==> src/rtl/debounce_synchronizer.sv <==
// rtl/debounce_synchronizer.sv - two-flop synchronizer followed by a debounce qualification FSM
//
// Purpose:
//   Brings an asynchronous, bouncing level (switch or pin) into the clk
//   domain and only accepts a level change once the synchronized value has
//   been stable for STABLE_CYCLES consecutive qualification cycles.
//   Candidate changes that collapse before qualifying are counted as glitches.
//
// Parameters:
//   STABLE_CYCLES  consecutive synchronized cycles needed to accept a change (2..65535)
//
// Ports:
//   clk           rising-edge clock for all state
//   reset         synchronous, active-high reset
//   noisy_in      asynchronous bouncing input level
//   level_out     registered debounced level
//   busy          registered; high while a candidate change is being qualified
//   glitch_count  saturating count of rejected candidate changes

module debounce_synchronizer #(
  parameter int STABLE_CYCLES = 4
) (
  input  logic       clk,
  input  logic       reset,
  input  logic       noisy_in,
  output logic       level_out,
  output logic       busy,
  output logic [7:0] glitch_count
);

  localparam int CNT_W = $clog2(STABLE_CYCLES);
  localparam logic [CNT_W-1:0] CNT_MAX = CNT_W'(STABLE_CYCLES - 1);

  localparam logic [1:0] ST_LOW      = 2'd0;
  localparam logic [1:0] ST_CHK_HIGH = 2'd1;
  localparam logic [1:0] ST_HIGH     = 2'd2;
  localparam logic [1:0] ST_CHK_LOW  = 2'd3;

  logic             sync1_q;
  logic             sync2_q;
  logic [1:0]       state_q,  state_d;
  logic [CNT_W-1:0] cnt_q,    cnt_d;
  logic [7:0]       glitch_q, glitch_d;
  logic             level_q,  level_d;
  logic             busy_q,   busy_d;
  logic             abort;

  // Only sync1_q ever samples the asynchronous input.
  always_ff @(posedge clk) begin
    if (reset) begin
      sync1_q <= 1'b0;
      sync2_q <= 1'b0;
    end else begin
      sync1_q <= noisy_in;
      sync2_q <= sync1_q;
    end
  end

  always_comb begin
    state_d  = state_q;
    cnt_d    = cnt_q;
    glitch_d = glitch_q;
    abort    = 1'b0;

    case (state_q)
      ST_LOW: begin
        if (sync2_q) begin
          state_d = ST_CHK_HIGH;
          cnt_d   = '0;
        end
      end
      ST_CHK_HIGH: begin
        if (!sync2_q) begin
          state_d = ST_LOW;
          cnt_d   = '0;
          abort   = 1'b1;
        end else if (cnt_q == CNT_MAX) begin
          state_d = ST_HIGH;
          cnt_d   = '0;
        end else begin
          cnt_d = cnt_q + 1'b1;
        end
      end
      ST_HIGH: begin
        if (!sync2_q) begin
          state_d = ST_CHK_LOW;
          cnt_d   = '0;
        end
      end
      ST_CHK_LOW: begin
        if (sync2_q) begin
          state_d = ST_HIGH;
          cnt_d   = '0;
          abort   = 1'b1;
        end else if (cnt_q == CNT_MAX) begin
          state_d = ST_LOW;
          cnt_d   = '0;
        end else begin
          cnt_d = cnt_q + 1'b1;
        end
      end
      default: begin
        state_d = ST_LOW;
        cnt_d   = '0;
      end
    endcase

    // Saturate rather than wrap; an abort at 255 leaves the count at 255.
    if (abort && (glitch_q != 8'hFF)) begin
      glitch_d = glitch_q + 8'd1;
    end

    // Outputs are computed from the next state so they are flops aligned
    // with the state register, not decoded combinationally after it.
    busy_d = (state_d == ST_CHK_HIGH) || (state_d == ST_CHK_LOW);

    if (state_d == ST_HIGH) begin
      level_d = 1'b1;
    end else if (state_d == ST_LOW) begin
      level_d = 1'b0;
    end else begin
      level_d = level_q;
    end
  end

  always_ff @(posedge clk) begin
    if (reset) begin
      state_q  <= ST_LOW;
      cnt_q    <= '0;
      glitch_q <= 8'd0;
      level_q  <= 1'b0;
      busy_q   <= 1'b0;
    end else begin
      state_q  <= state_d;
      cnt_q    <= cnt_d;
      glitch_q <= glitch_d;
      level_q  <= level_d;
      busy_q   <= busy_d;
    end
  end

  assign level_out    = level_q;
  assign busy         = busy_q;
  assign glitch_count = glitch_q;

endmodule

==> config.mk <==
export PLATFORM = sky130hd
export DESIGN_NAME = debounce_synchronizer
export DESIGN_NICKNAME = d
export VERILOG_FILES = /design/src/rtl/debounce_synchronizer.sv
export SDC_FILE = /design/constraint.sdc
export NUM_CORES = 1
export LEC_CHECK = 0
export CORE_ASPECT_RATIO = 1.1
export CORE_UTILIZATION = 40
export DETAILED_ROUTE_END_ITERATION = 16
export DONT_BUFFER_PORTS = 1
export PLACE_DENSITY = 0.64
export SYNTH_ARGS = -nofsm -noshare
export SYNTH_HDL_FRONTEND = slang
export SYNTH_SLANG_ARGS = --single-unit
export TNS_END_PERCENT = 1
==> constraint.sdc <==
create_clock -name clk -period 2.6 [get_ports clk]
set_input_delay 0.26 -clock clk [delete_from_list [all_inputs] [get_ports clk]]
set_output_delay 0.26 -clock clk [all_outputs]
set_load 0.05 [all_outputs]
==> metrics.yaml, run 1 <==
run_status: "finished with violations"
violated_checks: "design-rule violations"
num_vias: 601
detail_route.first_pass.iterations: 10
synthArstFlopShare: 0
rsz0062_at_grt: "no"
postCtsSetupBuffers: 0
layout_worst_path_cycle_share: 0.750
drv_slew: 0
finalNonFillerCells: 100
grt_pass1_wl_mm: 2.23
count_of_input_and_output_buffers: 0
worstHoldPathType: "primary input to flop"
cp_data_required_time_ns: 2.77
r2r_cells: 4
slew_headroom: 0.582
hold-path-cell-count: 1
remaining_drc_errors: 2
hold_buffers: 0
cts_htree_levels: 1
number_of_antenna_violations_at_the_first_check_in_global_routing: 0
tightest_slew_ns: 0.627
clock_tree.buffer_depth: 2
power_density_mw_per_mm2: 524
synth_top_cells_by_area: "sky130_fd_sc_hd__dfxtp_1 (41%), sky130_fd_sc_hd__a211oi_1 (4.9%), sky130_fd_sc_hd__nor2b_1 (4.9%)"
drt-total-wl_mm: 1.39
cts-root-buf: "sky130_fd_sc_hd__clkbuf_4"
clock_sink_count: 16
post_synth_instance_area_um2: 772
globalRouteTotalUtil: 0.145
synth.largest_area_cell: "sky130_fd_sc_hd__dfxtp_1"
worstSetupPathType: "flop to flop"
synth_enable_flop_cells: 0
syn-instance-count: 79
dpl-instance-area_um2: 779
cts.reportedPaths.clkPinSlew_ns: 0.10
cts_tree: "done"
total_power_uw: 427
pin_count: 13
max_cap_violations: 0
dp_slack_ns: 0.669
endpoint_kind: "flop"
start_util: 0.428
core-area_mm2: 0.00180
ys_ff_latch: 16
timing.hold.ws_ns: 0.0367
skew_ns: 0.00166
cts.repair.resized: 0
route.detailed.wl_per_inst_um: 13.9
number_of_endpoints_with_negative_hold_slack_in_the_final_report: 0
report.final.setup_viol: 0
number_of_standard_cell_rows_in_the_floorplan: 16
vias_per_cell: 6.01
synth-main-ff-cell: "sky130_fd_sc_hd__dfxtp_1"
finalInstanceArea_um2: 816
via_count_of_the_first_global_routing_pass: 522
avgSynthCellArea_um2: 9.77
setup_slack_ns: 0.649
die-area_mm2: 0.00211
ys_warn_count: 0
timing.fmax_mhz: 512
netlist.area_leader.share: 0.415
dp_cells: 96
layout.core_utilization: 0.453
vert_die_dim_um: 48.1
worstSetupStartpointType: "flop"
globalRouteOverflowTotal: 0
first_iter_violations: 9
timing.setup.tns_ns: 0
ir_worst_vdd_mv: 0.367
grt_start_max_net_pins: 20
worstSkewPairLatency_ns: 0.28
arrival_ns: 2.13
postSynthNetCount: 84
area_growth_syn_to_layout_pct: 5.67
place.detailed.hpwl_mm: 1.04
post-route-min-period_ns: 1.95
cp_max_fo: 6
postRouteAntennaNets: 0
place.gp.congestion: 0.907
finalNetCount: 88
antenna-diode-count: 0
fp.dieW_um: 43.9
drive_gt1_frac: 0.122
synth_cell_types: 31
synth-seq-area-share: 0.415
total_leakage_power_nw: 0.304
number_of_cts_inserted_buffers: 3
-- final timing paths --
path | start | endpoint | slack [ns]
hold reg to reg | sync1_q | sync2_q | 0.45
setup / recovery | glitch_count[0] | glitch_count[0] | 0.65
setup reg to reg | glitch_count[0] | glitch_count[0] | 0.65
hold / removal | reset | cnt_q[1] | 0.04
-- flip-flops by register name (all words and copies together) (netlist names) --
name	count
busy	1
cnt_q	2
glitch_count	8
level_out	1
state_q	2
sync1_q	1
sync2_q	1
-- final cells by class --
cell class / count / area [um^2]
inverter: 1 / 3.75
multi-input combinational: 57 / 403
sequential: 16 / 320
fill: 179 / 986
clock buffer: 4 / 36.3
timing repair buffer: 4 / 30.0
tap: 18 / 22.5
-- critical path, cell delays in order, from the launching register on --
cell	delay [ns]
sky130_fd_sc_hd__dfxtp_1	0.53
sky130_fd_sc_hd__ha_1	0.36
sky130_fd_sc_hd__and3_1	0.23
sky130_fd_sc_hd__a311oi_2	0.37
sky130_fd_sc_hd__mux2_1	0.35
-- cells in the mapped netlist, drive strengths merged, types with 2 or more instances --
library cell and number:
a311oi 4, nor2 4, mux2 2, a211oi 5
o21ai 2, nor2b 6, a41oi 2, and2 4
nor3 2, and3 2, nand3 3, dfxtp 16
buf 4, ha 2, nand4 2, nand2b 2
a21oi 6
-- cell usage in the layout, fill, tap and decap left out, types with 2 or more instances in the layout --
| cell type | netlist | layout |
|---|---|---|
| sky130_fd_sc_hd__dfxtp_1 | 16 | 16 |
| sky130_fd_sc_hd__ha_1 | 2 | 2 |
| sky130_fd_sc_hd__clkbuf_4 | 0 | 3 |
| sky130_fd_sc_hd__nand3_1 | 3 | 3 |
| sky130_fd_sc_hd__a21oi_1 | 6 | 6 |
| sky130_fd_sc_hd__a41oi_1 | 2 | 2 |
| sky130_fd_sc_hd__and3_1 | 2 | 2 |
| sky130_fd_sc_hd__and2_1 | 4 | 4 |
| sky130_fd_sc_hd__a211oi_1 | 5 | 5 |
| sky130_fd_sc_hd__nor3_1 | 2 | 2 |
| sky130_fd_sc_hd__buf_4 | 2 | 4 |
| sky130_fd_sc_hd__mux2_1 | 2 | 2 |
| sky130_fd_sc_hd__nor2_1 | 4 | 4 |
| sky130_fd_sc_hd__a311oi_1 | 3 | 3 |
| sky130_fd_sc_hd__nand4_1 | 2 | 2 |
| sky130_fd_sc_hd__nand2b_1 | 2 | 2 |
| sky130_fd_sc_hd__o21ai_0 | 2 | 2 |
| sky130_fd_sc_hd__nor2b_1 | 6 | 6 |
-- cell families (layout without fill, tap and decap cells) --
| kind of cell | Yosys count | after routing | share of synthesized area |
|---|---|---|---|
| AOI/OAI and AO/OA | 21 | 21 | 0.195 |
| xor gates and xnor gates | 2 | 2 | 0.0324 |
| adders and majority gates | 2 | 2 | 0.0324 |
| buffers and inverters | 6 | 9 | 0.0632 |
| DFF | 16 | 16 | 0.415 |
| muxes | 3 | 3 | 0.0421 |
| and+or+nand+nor | 29 | 29 | 0.220 |
-- power breakdown --
part	internal, mW	switching (mW)
Sequential	0.248	0.00693
Clock	0.0851	0.0772
Combinational	0.00521	0.00515
Total	0.338	0.0892
-- per-layer routing --
| layer | vias to the layer above | track usage | wire length [um] |
|---|---|---|---|
| met5 | - | 0 | 0 |
| met4 | 0 | 0.0788 | 9 |
| met3 | 2 | 0.0377 | 90 |
| met2 | 20 | 0.233 | 665 |
| met1 | 277 | 0.181 | 626 |
| li1 | 302 | - | - |
(Power assumes the default switching activity.)
==> run 2, diff against run 1 <==
--- a/config.mk
+++ b/config.mk
@@ -9,7 +9,7 @@
 export CORE_UTILIZATION = 40
 export DETAILED_ROUTE_END_ITERATION = 16
 export DONT_BUFFER_PORTS = 1
-export PLACE_DENSITY = 0.64
+export PLACE_DENSITY = 0.66
 export SYNTH_ARGS = -nofsm -noshare
 export SYNTH_HDL_FRONTEND = slang
 export SYNTH_SLANG_ARGS = --single-unit
==> constraint.sdc (replaced) <==
create_clock -name clk -period 1.65 [get_ports clk]
set_input_delay 0.165 -clock clk [delete_from_list [all_inputs] [get_ports clk]]
set_output_delay 0.165 -clock clk [all_outputs]
set_load 0.05 [all_outputs]
==> run 2 against run 1 <==
The flow still finishes with violations (design-rule violations). Worst hold slack improved by 0.018 ns. Non-clock buffer count rose by 7. Highest routed layer unchanged. Sequential cell count did not move. Global-route usage rose by 0.60 points. Routed wire length rose by 6.0%. Register-to-register slack got worse by 0.55 ns. Die area did not move. Final cell count rose by 7.0%. Critical endpoint unchanged. Clock power rose by 62%. Critical path depth did not move.
==> metrics.yaml, run 2 (same netlist as run 1, synthesis figures left out) <==
layout_worst_path_cycle_share: 0.943  # was 0.750
remaining_drc_errors: 1  # was 2
timing.setup.tns_ns: 0  # unchanged
dpl-instance-area_um2: 820  # was 779 um^2
worstSkewPairLatency_ns: 0.29  # was 0.28 ns
fp.dieW_um: 43.9  # unchanged
grt_start_max_net_pins: 14  # was 20
first_iter_violations: 10  # was 9
finalNetCount: 95  # was 88
cts_tree: "done"  # unchanged
worstSetupStartpointType: "flop"  # unchanged
count_of_input_and_output_buffers: 0  # unchanged
power_density_mw_per_mm2: 789  # was 524 mW/mm^2
antenna-diode-count: 0  # unchanged
cts.repair.resized: 0  # unchanged
clock_tree.buffer_depth: 2  # unchanged
number_of_antenna_violations_at_the_first_check_in_global_routing: 0  # unchanged
number_of_endpoints_with_negative_hold_slack_in_the_final_report: 0  # unchanged
critPathSlowestCell: "sky130_fd_sc_hd__mux2_1"  # was sky130_fd_sc_hd__dfxtp_1
num_vias: 624  # was 601
grt_pass1_wl_mm: 2.24  # was 2.23 mm
area_growth_syn_to_layout_pct: 13.5  # was 5.67%
slew_headroom: 0.663  # was 0.582
run_status: "finished with violations"  # unchanged
drive_gt1_frac: 0.191  # was 0.122
dp_cells: 101  # was 96
globalRouteOverflowTotal: 0  # unchanged
core-area_mm2: 0.00180  # unchanged
critical-path-max-stage-delay_ns: 0.35  # was 0.53 ns
most_common_cell_after_layout_fill_and_taps_aside: "sky130_fd_sc_hd__dfxtp_1"  # unchanged
critical_path_buf_inv_count: 0  # unchanged
tightest_slew_ns: 0.505  # was 0.627 ns
max_cap_violations: 0  # unchanged
largest_register_ff_count: 8  # unchanged
ir_worst_vdd_mv: 0.521  # was 0.367 mV
drt-total-wl_mm: 1.47  # was 1.39 mm
layout.cells.most_common_list: "sky130_fd_sc_hd__dfxtp_1 (14), sky130_fd_sc_hd__buf_4 (9), sky130_fd_sc_hd__nor2b_1 (6), sky130_fd_sc_hd__a21oi_1 (6), sky130_fd_sc_hd__a211oi_1 (5)"  # was sky130_fd_sc_hd__dfxtp_1 (16), sky130_fd_sc_hd__nor2b_1 (6), sky130_fd_sc_hd__a21oi_1 (6)
postRouteAntennaNets: 0  # unchanged
post-route-min-period_ns: 1.56  # was 1.95 ns
worst_path_dominant_cell_family: "multiplexers"  # was flip-flops
pin_count: 13  # unchanged
report.final.setup_viol: 0  # unchanged
vert_die_dim_um: 48.1  # unchanged
start_util: 0.428  # unchanged
cts_htree_levels: 1  # unchanged
skew_ns: 0.0102  # was 0.00166 ns
route.detailed.wl_per_inst_um: 13.8  # was 13.9 um
rsz0062_at_grt: "no"  # unchanged
layout.core_utilization: 0.486  # was 0.453
drv_slew: 0  # unchanged
final.fill_count: 180  # was 179
arrival_ns: 1.75  # was 2.13 ns
cts.reportedPaths.clkPinSlew_ns: 0.10  # about the same
timing.fmax_mhz: 643  # was 512 MHz
clock_sink_count: 16  # unchanged
worstSetupPathType: "flop to flop"  # unchanged
total_leakage_power_nw: 0.340  # was 0.304 nW
place.gp.congestion: 0.842  # was 0.907
vias_per_cell: 5.83  # was 6.01
number_of_cts_inserted_buffers: 3  # unchanged
cp_max_fo: 5  # was 6
place.detailed.hpwl_mm: 1.08  # was 1.04 mm
die-area_mm2: 0.00211  # unchanged
endpoint_kind: "flop"  # unchanged
finalInstanceArea_um2: 876  # was 816 um^2
detail_route.first_pass.iterations: 9  # was 10
cts-root-buf: "sky130_fd_sc_hd__clkbuf_4"  # unchanged
cp_data_required_time_ns: 1.84  # was 2.77 ns
crit_path_cell_trace: "ha_1 > and3_1 > a311oi_2 > mux2_1"  # unchanged
globalRouteTotalUtil: 0.151  # was 0.145
finalNonFillerCells: 107  # was 100
worstHoldPathType: "primary input to flop"  # unchanged
via_count_of_the_first_global_routing_pass: 508  # was 522
multi_input_area_um2: 403  # unchanged
number_of_standard_cell_rows_in_the_floorplan: 16  # unchanged
layout.area.seq_um2: 323  # was 320 um^2
violated_checks: "design-rule violations"  # unchanged
-- run 2: changes by cell type in the layout (fill, tap and decap cells not counted), sizes merged --
cell | before | now
dlygate4sd3 | 0 | 2
buf | 4 | 9
-- run 2: timing repair --
| action | in CTS | in global routing |
|---|---|---|
| setup buffers | 0 | 0 |
| setup endpoints to repair | 0 | 1 |
| endpoints found under the hold margin | 13 | 1 |
| hold buffers | 1 | 1 |
-- run 2: where the power goes --
part / switching (mW) / internal, mW / leakage, nW
Clock: 0.129 / 0.134 / 0.0210
Sequential: 0.00652 / 0.391 / 0.130
Combinational: 0.0175 / 0.0125 / 0.189
-- run 2: layout make-up --
class,count,share of cell area
Inverter,1,0.00429
Multi-Input combinational cell,57,0.460
Timing Repair Buffer,11,0.100
Sequential cell,16,0.369
Tap cell,18,0.0257
Clock buffer,4,0.0414
-- run 2: path summary, 6_finish.rpt --
kind	startpoint	to	slack [ns]	depth (start not counted)
worst max-delay path	glitch_count[0]	glitch_count[0]	0.09	4
worst min-delay path	reset	glitch_count[1]	0.06	2
worst max register to register	glitch_count[0]	glitch_count[0]	0.09	4
worst min register to register	sync1_q	sync2_q	0.45	1
-- run 2: layer usage --
| metal | vias up | wire length (um) | global-route usage |
|---|---|---|---|
| li1 | 314 | - | - |
| met1 | 296 | 726 | 0.193 |
| met2 | 10 | 668 | 0.239 |
| met3 | 4 | 55 | 0.0340 |
| met4 | 0 | 23 | 0.0848 |
| met5 | - | 0 | 0 |
-- run 2: per-stage QoR --
step                hold WS [ns]  total power, mW  setup slack (ns)
global placement           0.236            0.428             0.110
CTS                      0.00316            0.695            0.0581
global route              0.0645            0.715            0.0361
detailed placement         0.240            0.428            0.0844
floorplan                  0.293            0.432           0.00276
finish                    0.0552            0.691            0.0941
